### src/rtl/rv_pkg.sv
// Shared RV32I datapath types used by the comparer (optional equal_o via RV_COMPARER_EQ_EN).
package rv_pkg;

  localparam int XLEN = 32;

  typedef enum logic {
    CMP_UNSIGNED = 1'b0,
    CMP_SIGNED   = 1'b1
  } cmp_mode_e;

endpackage

### src/rtl/rv_comparer_slice4.sv
// 4-bit unsigned magnitude slice: leaf of the comparer lt/eq tree.
module cmp_slice4 (
  input  logic [3:0] a_i,
  input  logic [3:0] b_i,
  output logic       lt_o,
  output logic       eq_o
);

  assign lt_o = (a_i < b_i);
  assign eq_o = (a_i == b_i);

endmodule

### src/rtl/rv_comparer.sv
// Registered A<B comparer (signed/unsigned) built from a 4-bit slice tree.
// Define RV_COMPARER_EQ_EN to add the registered equal_o output.
module rv_comparer
  import rv_pkg::*;
#(
  parameter int WIDTH = XLEN
) (
  input  logic             sys_clk,
  input  logic             sys_rst_n,
  input  logic [WIDTH-1:0] A_i,
  input  logic [WIDTH-1:0] B_i,
  input  logic             signedFlag_i,
`ifdef RV_COMPARER_EQ_EN
  output logic             equal_o,
`endif
  output logic             less_o
);

  localparam int NS = WIDTH / 4;
  localparam int LG = (NS > 1) ? $clog2(NS) : 0;
  localparam int NP = 1 << LG;
  localparam int NN = 2 * NP - 1;

  cmp_mode_e        mode;
  logic [NS-1:0]    s_lt;
  logic [NS-1:0]    s_eq;
  logic [NN-1:0]    n_lt;
  logic [NN-1:0]    n_eq;
  logic             a_msb;
  logic             b_msb;
  logic             less_d;
  logic             less_q;

  assign mode = cmp_mode_e'(signedFlag_i);

  for (genvar i = 0; i < NS; i++) begin : g_slice
    cmp_slice4 u_slice (
      .a_i  (A_i[4*i +: 4]),
      .b_i  (B_i[4*i +: 4]),
      .lt_o (s_lt[i]),
      .eq_o (s_eq[i])
    );
  end

  // Leaves are MSB-first; padding sits at the low end as neutral (eq=1).
  for (genvar j = 0; j < NP; j++) begin : g_leaf
    if (j < NS) begin : g_real
      assign n_lt[NP-1+j] = s_lt[NS-1-j];
      assign n_eq[NP-1+j] = s_eq[NS-1-j];
    end else begin : g_pad
      assign n_lt[NP-1+j] = 1'b0;
      assign n_eq[NP-1+j] = 1'b1;
    end
  end

  for (genvar k = 0; k < NP - 1; k++) begin : g_node
    assign n_lt[k] = n_lt[2*k+1]
                   | (n_eq[2*k+1] & n_lt[2*k+2]);
    assign n_eq[k] = n_eq[2*k+1] & n_eq[2*k+2];
  end

  assign a_msb = A_i[WIDTH-1];
  assign b_msb = B_i[WIDTH-1];

  always_comb begin
    less_d = n_lt[0];
    if (mode == CMP_SIGNED && (a_msb ^ b_msb))
      less_d = a_msb;
  end

  always_ff @(posedge sys_clk) begin
    if (!sys_rst_n) less_q <= 1'b0;
    else            less_q <= less_d;
  end

  assign less_o = less_q;

`ifdef RV_COMPARER_EQ_EN
  logic equal_q;

  always_ff @(posedge sys_clk) begin
    if (!sys_rst_n) equal_q <= 1'b0;
    else            equal_q <= n_eq[0];
  end

  assign equal_o = equal_q;
`endif

endmodule

### config.mk
export PLATFORM = sky130hd
export DESIGN_NAME = rv_comparer
export DESIGN_NICKNAME = d
export VERILOG_FILES = /design/src/rtl/rv_pkg.sv /design/src/rtl/rv_comparer_slice4.sv /design/src/rtl/rv_comparer.sv
export SDC_FILE = /design/constraint.sdc
export NUM_CORES = 1
export LEC_CHECK = 0
export ABC_CLOCK_PERIOD_IN_PS = 3650
export CORE_ASPECT_RATIO = 0.8
export CORE_MARGIN = 4
export CORE_UTILIZATION = 37
export CTS_BUF_LIST = sky130_fd_sc_hd__clkbuf_4
export CTS_CLUSTER_SIZE = 25
export DETAILED_ROUTE_END_ITERATION = 8
export GPL_TIMING_DRIVEN = 1
export PLACE_DENSITY_LB_ADDON = 0.2
export SKIP_CTS_REPAIR_TIMING = 1
export SYNTH_ARGS = -nofsm -noshare
export SYNTH_HDL_FRONTEND = slang
export SYNTH_SLANG_ARGS = --single-unit
### constraint.sdc
create_clock -name sys_clk -period 3.65 [get_ports sys_clk]
set_input_delay 0.5475 -clock sys_clk [delete_from_list [all_inputs] [get_ports sys_clk]]
set_output_delay 0.5475 -clock sys_clk [all_outputs]
set_load 0.02 [all_outputs]
==> flow_metrics.py, run 1 <==
metrics = {
    "finish": {
        "multiInputGateArea_um2": 717,
        "area_growth_pct": 81.9,
        "drive_gt1_frac": 0.0169,
        "nNetsFinal": 278,
        "fillCellCount": 182,
        "seqCellArea_um2": 20.0,
        "largest_reg_flops": 1,
        "diodes": 0,
    },
    "logic_synthesis": {
        "yosys.area.top_type_share": 0.453,
        "synth_most_common_cell": "inv_1",
        "syn-cell-area_um2": 857,
        "synth_commonest_cells": "inv_1 (32), ha_1 (31), nor2b_1 (7), a21oi_1 (5), nand4_1 (5)",
        "ys_ff_latch": 1,
        "ys_async_sr_fraction": 0,
        "ys_seq_area_frac": 0.0234,
        "synth_top_flop_cell": "dfxtp_1",
        "yosysWarnings": 0,
        "synthesis.nets": 209,
        "synth_cell_types": 26,
        "avgSynthCellArea_um2": 7.72,
        "synth.top_cells.by_area": "ha_1 (45%), inv_1 (14%), nor2b_1 (5.1%), nand4_1 (3.6%), o211ai_1 (3.5%)",
        "synth-edff-count": 0,
        "synth_top_area_cell": "ha_1",
        "netlist_instances": 111,
    },
    "global_route": {
        "grt_pass1_wl_um": 3910,
        "first_global_vias": 1039,
        "grt_usage": 0.155,
        "grt_remaining_overflow": 0,
        "grt_antenna_before_repair": 0,
        "grt_max_degree": 5,
    },
    "timing": {
        "rsz0062_at_grt": "no",
        "fmax_mhz": 443,
        "tightest_slew_ns": 0.278,
        "slew_headroom": 0.814,
        "fin_setup_tns_ns": 0,
        "period_needed_ns": 2.26,
        "finalCritPeriodShare": 0.618,
        "final-hold-violation-count": 0,
        "maxSlewViolCount": 0,
        "finalSetupViolations": 0,
    },
    "critical_path": {
        "path_delay_family": "buffers and inverters",
        "worstPathRequired_ns": 3.52,
        "critPathBufInv": 2,
        "cp.arrival_ns": 2.13,
        "worstPathCellList": "clkdlybuf4s50_1, inv_1, ha_1, nand4_1, nor2_1, a22o_1, nor3_1, a21oi_2",
        "start_kind": "input pin",
        "end_kind": "flop",
        "crit_path_max_fanout": 4,
        "crit_type": "input pin to flop",
        "cp_slowest_cell": "clkdlybuf4s50_1",
        "cp_slowest_stage_delay_ns": 0.45,
    },
    "die": {
        "die_area_um2": 3160,
        "dieHeight_um": 51.0,
        "fp-row-count": 15,
        "core_area_um2": 2180,
        "start_util": 0.394,
        "dieWidth_um": 61.8,
        "num_io_pins": 68,
    },
    "route": {
        "wl_per_cell_um": 12.3,
        "drc": 0,
        "drtPass1Iterations": 4,
        "wirelength_um": 2490,
        "drt-initial-drc-count": 5,
        "vias": 995,
        "ant_nets": 0,
        "vias_per_cell": 4.90,
    },
    "job": {
        "drv_cap": 0,
    },
    "power": {
        "ir_drop_v": 0.0000751,
        "leakagePower_nw": 0.787,
        "cellPowerDensity_nw_per_um2": 112,
        "p_total_mw": 0.175,
    },
    "min_path": {
        "holdCritPathClass": "input pin to flop",
    },
    "run_status": {
        "status": "complete, no violations",
    },
    "placed_design": {
        "dp_hpwl_um": 2360,
        "gp_congestion": 0.796,
        "io_buffers": 67,
    },
    "clock_tree": {
        "path_clk_slew_ns": 0,
    },
}
## routing by layer
metal  part of all wire  global-route usage  wire [µm]  vias up
met2               0.53               0.315       1320       29
met4                  0             0.00707          0        0
met5                  0                   0          0        -
met1               0.41               0.181       1020      441
met3              0.061             0.00253        151        0
li1                   -                   -          -      525
## worst min-delay path: cells and delay by family
kind / cells / cell delay (ns)
buf+inv: 1 / 0.42
compound gates: 2 / 0.11
## where the power goes
part	internal (mW)	switching [mW]
clock	0	0
sequential	0.0126	0.000338
combinational	0.105	0.0569
total	0.117	0.0572
## worst paths after layout
path                      start                 to  slack (ns)  depth (start not counted)
worst max-delay path    B_i[31]  less_o$_SDFF_PN0_        1.39                          8
worst min-delay path  sys_rst_n  less_o$_SDFF_PN0_        1.13                          3
## final cells by class
cell class | instances | area share
Inverter | 32 | 0.0770
Multi-Input combinational cell | 78 | 0.460
Sequential cell | 1 | 0.0128
Tap cell | 25 | 0.0201
Timing Repair Buffer | 67 | 0.430
## placed cells by master (no fill, tap or decap)
cell type	n
clkdlybuf4s50_1	67
inv_1	32
ha_1	31
nor2b_1	7
a21oi_1	5
nand4_1	5
o211ai_1	4
nor2_1	3
nand3_1	2
o21a_1	2
o31ai_1	2
a22o_1	2
nand2b_1	2
and3_1	1
and4_1	1
a22oi_1	1
or3b_1	1
o2111ai_1	1
a211oi_1	1
nor3_4	1
a2bb2oi_1	1
o22ai_1	1
o2bb2ai_1	1
nor3_1	1
o311ai_2	1
a21oi_2	1
dfxtp_1	1
## logic make-up (layout without fill, tap and decap cells)
kind of cell	Yosys count	after routing	share of synthesized area
buf+inv	32	99	0.140
fa+ha+maj	31	31	0.453
simple gates	24	24	0.180
compound gates	23	23	0.204
flops	1	1	0.0234
## through the flow
step	hold slack [ns]	worst slack (ns)	cell area, µm²	instances	utilization
2_1_floorplan	0.680	1.96	857	111	-
3_3_place_gp	1.14	1.45	1560	203	0.716
3_5_place_dp	1.14	1.38	1560	203	0.716
4_1_cts	1.14	1.39	1560	203	0.716
5_1_grt	1.14	1.30	1560	203	0.716
6_report	1.13	1.39	1560	203	0.716
No activity file was read; power rests on OpenSTA's default activity.
==> inputs of run 2 (changes only) <==
--- a/config.mk
+++ b/config.mk
@@ -5,10 +5,10 @@
 export SDC_FILE = /design/constraint.sdc
 export NUM_CORES = 1
 export LEC_CHECK = 0
-export ABC_CLOCK_PERIOD_IN_PS = 3650
+export ABC_CLOCK_PERIOD_IN_PS = 2000
 export CORE_ASPECT_RATIO = 0.8
 export CORE_MARGIN = 4
-export CORE_UTILIZATION = 37
+export CORE_UTILIZATION = 31
 export CTS_BUF_LIST = sky130_fd_sc_hd__clkbuf_4
 export CTS_CLUSTER_SIZE = 25
 export DETAILED_ROUTE_END_ITERATION = 8
==> constraint.sdc (replaced) <==
create_clock -name sys_clk -period 2 [get_ports sys_clk]
set_input_delay 0.3 -clock sys_clk [delete_from_list [all_inputs] [get_ports sys_clk]]
set_output_delay 0.3 -clock sys_clk [all_outputs]
set_load 0.02 [all_outputs]
==> run 2 against run 1 <==
Setup slack worse by 1.3 ns; first-iteration DRC count grew to 5.0 times the previous value; combinational power increased by 97%; total power increased by 96%; largest cell class unchanged; cell count grew 5.9%; cell area grew 6.7%.
==> flow_metrics.py, run 2 (synthesis gave the netlist of run 1 again) <==
metrics = {
    "global_route": {
        "grt_remaining_overflow": 0,
        "grt_max_degree": 5,
        "grt_pass1_wl_um": 3860,
        "grt_antenna_before_repair": 0,
        "first_global_vias": 950,
        "grt_usage": 0.131,
    },
    "route": {
        "wl_per_cell_um": 12.4,
        "drc": 0,
        "ant_nets": 0,
        "drtPass1Iterations": 4,
        "drt-initial-drc-count": 25,
        "vias": 991,
        "wirelength_um": 2670,
        "vias_per_cell": 4.61,
    },
    "timing": {
        "final-hold-violation-count": 0,
        "fmax_mhz": 512,
        "fin_setup_tns_ns": 0,
        "slew_headroom": 0.804,
        "finalSetupViolations": 0,
        "tightest_slew_ns": 0.294,
        "finalCritPeriodShare": 0.976,
        "maxSlewViolCount": 0,
        "period_needed_ns": 1.95,
    },
    "critical_path": {
        "cp.arrival_ns": 1.83,
        "worstPathRequired_ns": 1.87,
        "start_kind": "input pin",
        "crit_end": "less_o$_SDFF_PN0_",
        "crit_type": "input pin to flop",
        "end_kind": "flop",
        "crit_path_max_fanout": 2,
        "startpoint": "A_i[29]",
    },
    "power": {
        "p_int_mw": 0.228,
        "p_total_mw": 0.342,
        "leakagePower_nw": 0.808,
        "cellPowerDensity_nw_per_um2": 206,
        "switching_share": 0.334,
        "power.switching_mw": 0.114,
        "power_frac_clock": 0,
        "power_frac_seq": 0.069,
        "p_comb_frac": 0.931,
        "ir_drop_v": 0.0000883,
    },
    "finish": {
        "nNetsFinal": 279,
        "layout_common_cells": "clkdlybuf4s50_1 (66), inv_1 (31), ha_1 (27)",
        "area_growth_pct": 94.2,
        "diodes": 0,
        "fin_cells": 215,
        "final_common_cell": "clkdlybuf4s50_1",
        "fillCellCount": 232,
        "final_cell_area_um2": 1660,
        "largest_reg_flops": 1,
        "drive_gt1_frac": 0.0838,
        "final_util": 0.655,
    },
    "die": {
        "fp-row-count": 16,
        "dieWidth_um": 66.8,
        "dieHeight_um": 55.0,
        "num_io_pins": 68,
        "start_util": 0.337,
        "core_area_um2": 2540,
        "die_area_um2": 3680,
    },
    "placed_design": {
        "gp_congestion": 0.732,
        "placed_area_um2": 1580,
        "io_buffers": 67,
        "dp_hpwl_um": 2410,
        "placed_cells": 215,
    },
    "clock_tree": {
        "path_clk_slew_ns": 0,
    },
    "job": {
        "drv_cap": 0,
    },
    "run_status": {
        "status": "complete, no violations",
    },
    "min_path": {
        "holdCritPathClass": "input pin to flop",
    },
}
==> run 2: critical path: stages <==
cell,delay [ns]
clkdlybuf4s50_1,0.45
ha_4,0.28
nor2b_2,0.13
o211ai_1,0.12
a22o_1,0.25
o311ai_2,0.25
a21oi_2,0.05
==> run 2: layout make-up <==
| class | count | area, µm² | share of cell area |
|---|---|---|---|
| Multi-Input combinational cell | 78 | 798 | 0.480 |
| Inverter | 32 | 120 | 0.0722 |
| Timing Repair Buffer | 68 | 681 | 0.409 |
| Tap cell | 36 | 45.0 | 0.0271 |
| Sequential cell | 1 | 20.0 | 0.0120 |
==> run 2: layer usage <==
| layer | track usage | share of wire | routed length (µm) |
|---|---|---|---|
| met2 | 0.266 | 0.51 | 1370 |
| met1 | 0.158 | 0.42 | 1120 |
| met5 | 0 | 0 | 0 |
| met4 | 0 | 0 | 0 |
| met3 | 0.0141 | 0.065 | 173 |
==> run 2: power by group through the flow <==
stage                     registers, mW  clock network, mW  logic [mW]
after CTS                        0.0235                  0       0.298
after global routing             0.0237                  0       0.352
after floorplan                  0.0270                  0       0.124
after global placement           0.0235                  0       0.285
final                            0.0235                  0       0.319
after detailed placement         0.0235                  0       0.296
==> run 2: how the worst min path moves through the flow <==
| stage | start | endpoint | depth (start not counted) |
|---|---|---|---|
| 4_1_cts | sys_rst_n | less_o$_SDFF_PN0_ | 3 |
| 3_5_place_dp | sys_rst_n | less_o$_SDFF_PN0_ | 3 |
| 6_report | sys_rst_n | less_o$_SDFF_PN0_ | 3 |
| 2_1_floorplan | sys_rst_n | less_o$_SDFF_PN0_ | 2 |
| 5_1_grt | sys_rst_n | less_o$_SDFF_PN0_ | 3 |
| 3_3_place_gp | sys_rst_n | less_o$_SDFF_PN0_ | 3 |
==> run 2: per-stage QoR <==
stage	hold WS (ns)	setup slack, ns
6_report	0.890	0.0477
5_1_grt	0.921	-0.0353
3_5_place_dp	0.882	-0.0189
4_1_cts	0.882	-0.0183
2_1_floorplan	0.432	0.561
3_3_place_gp	0.888	0.0654
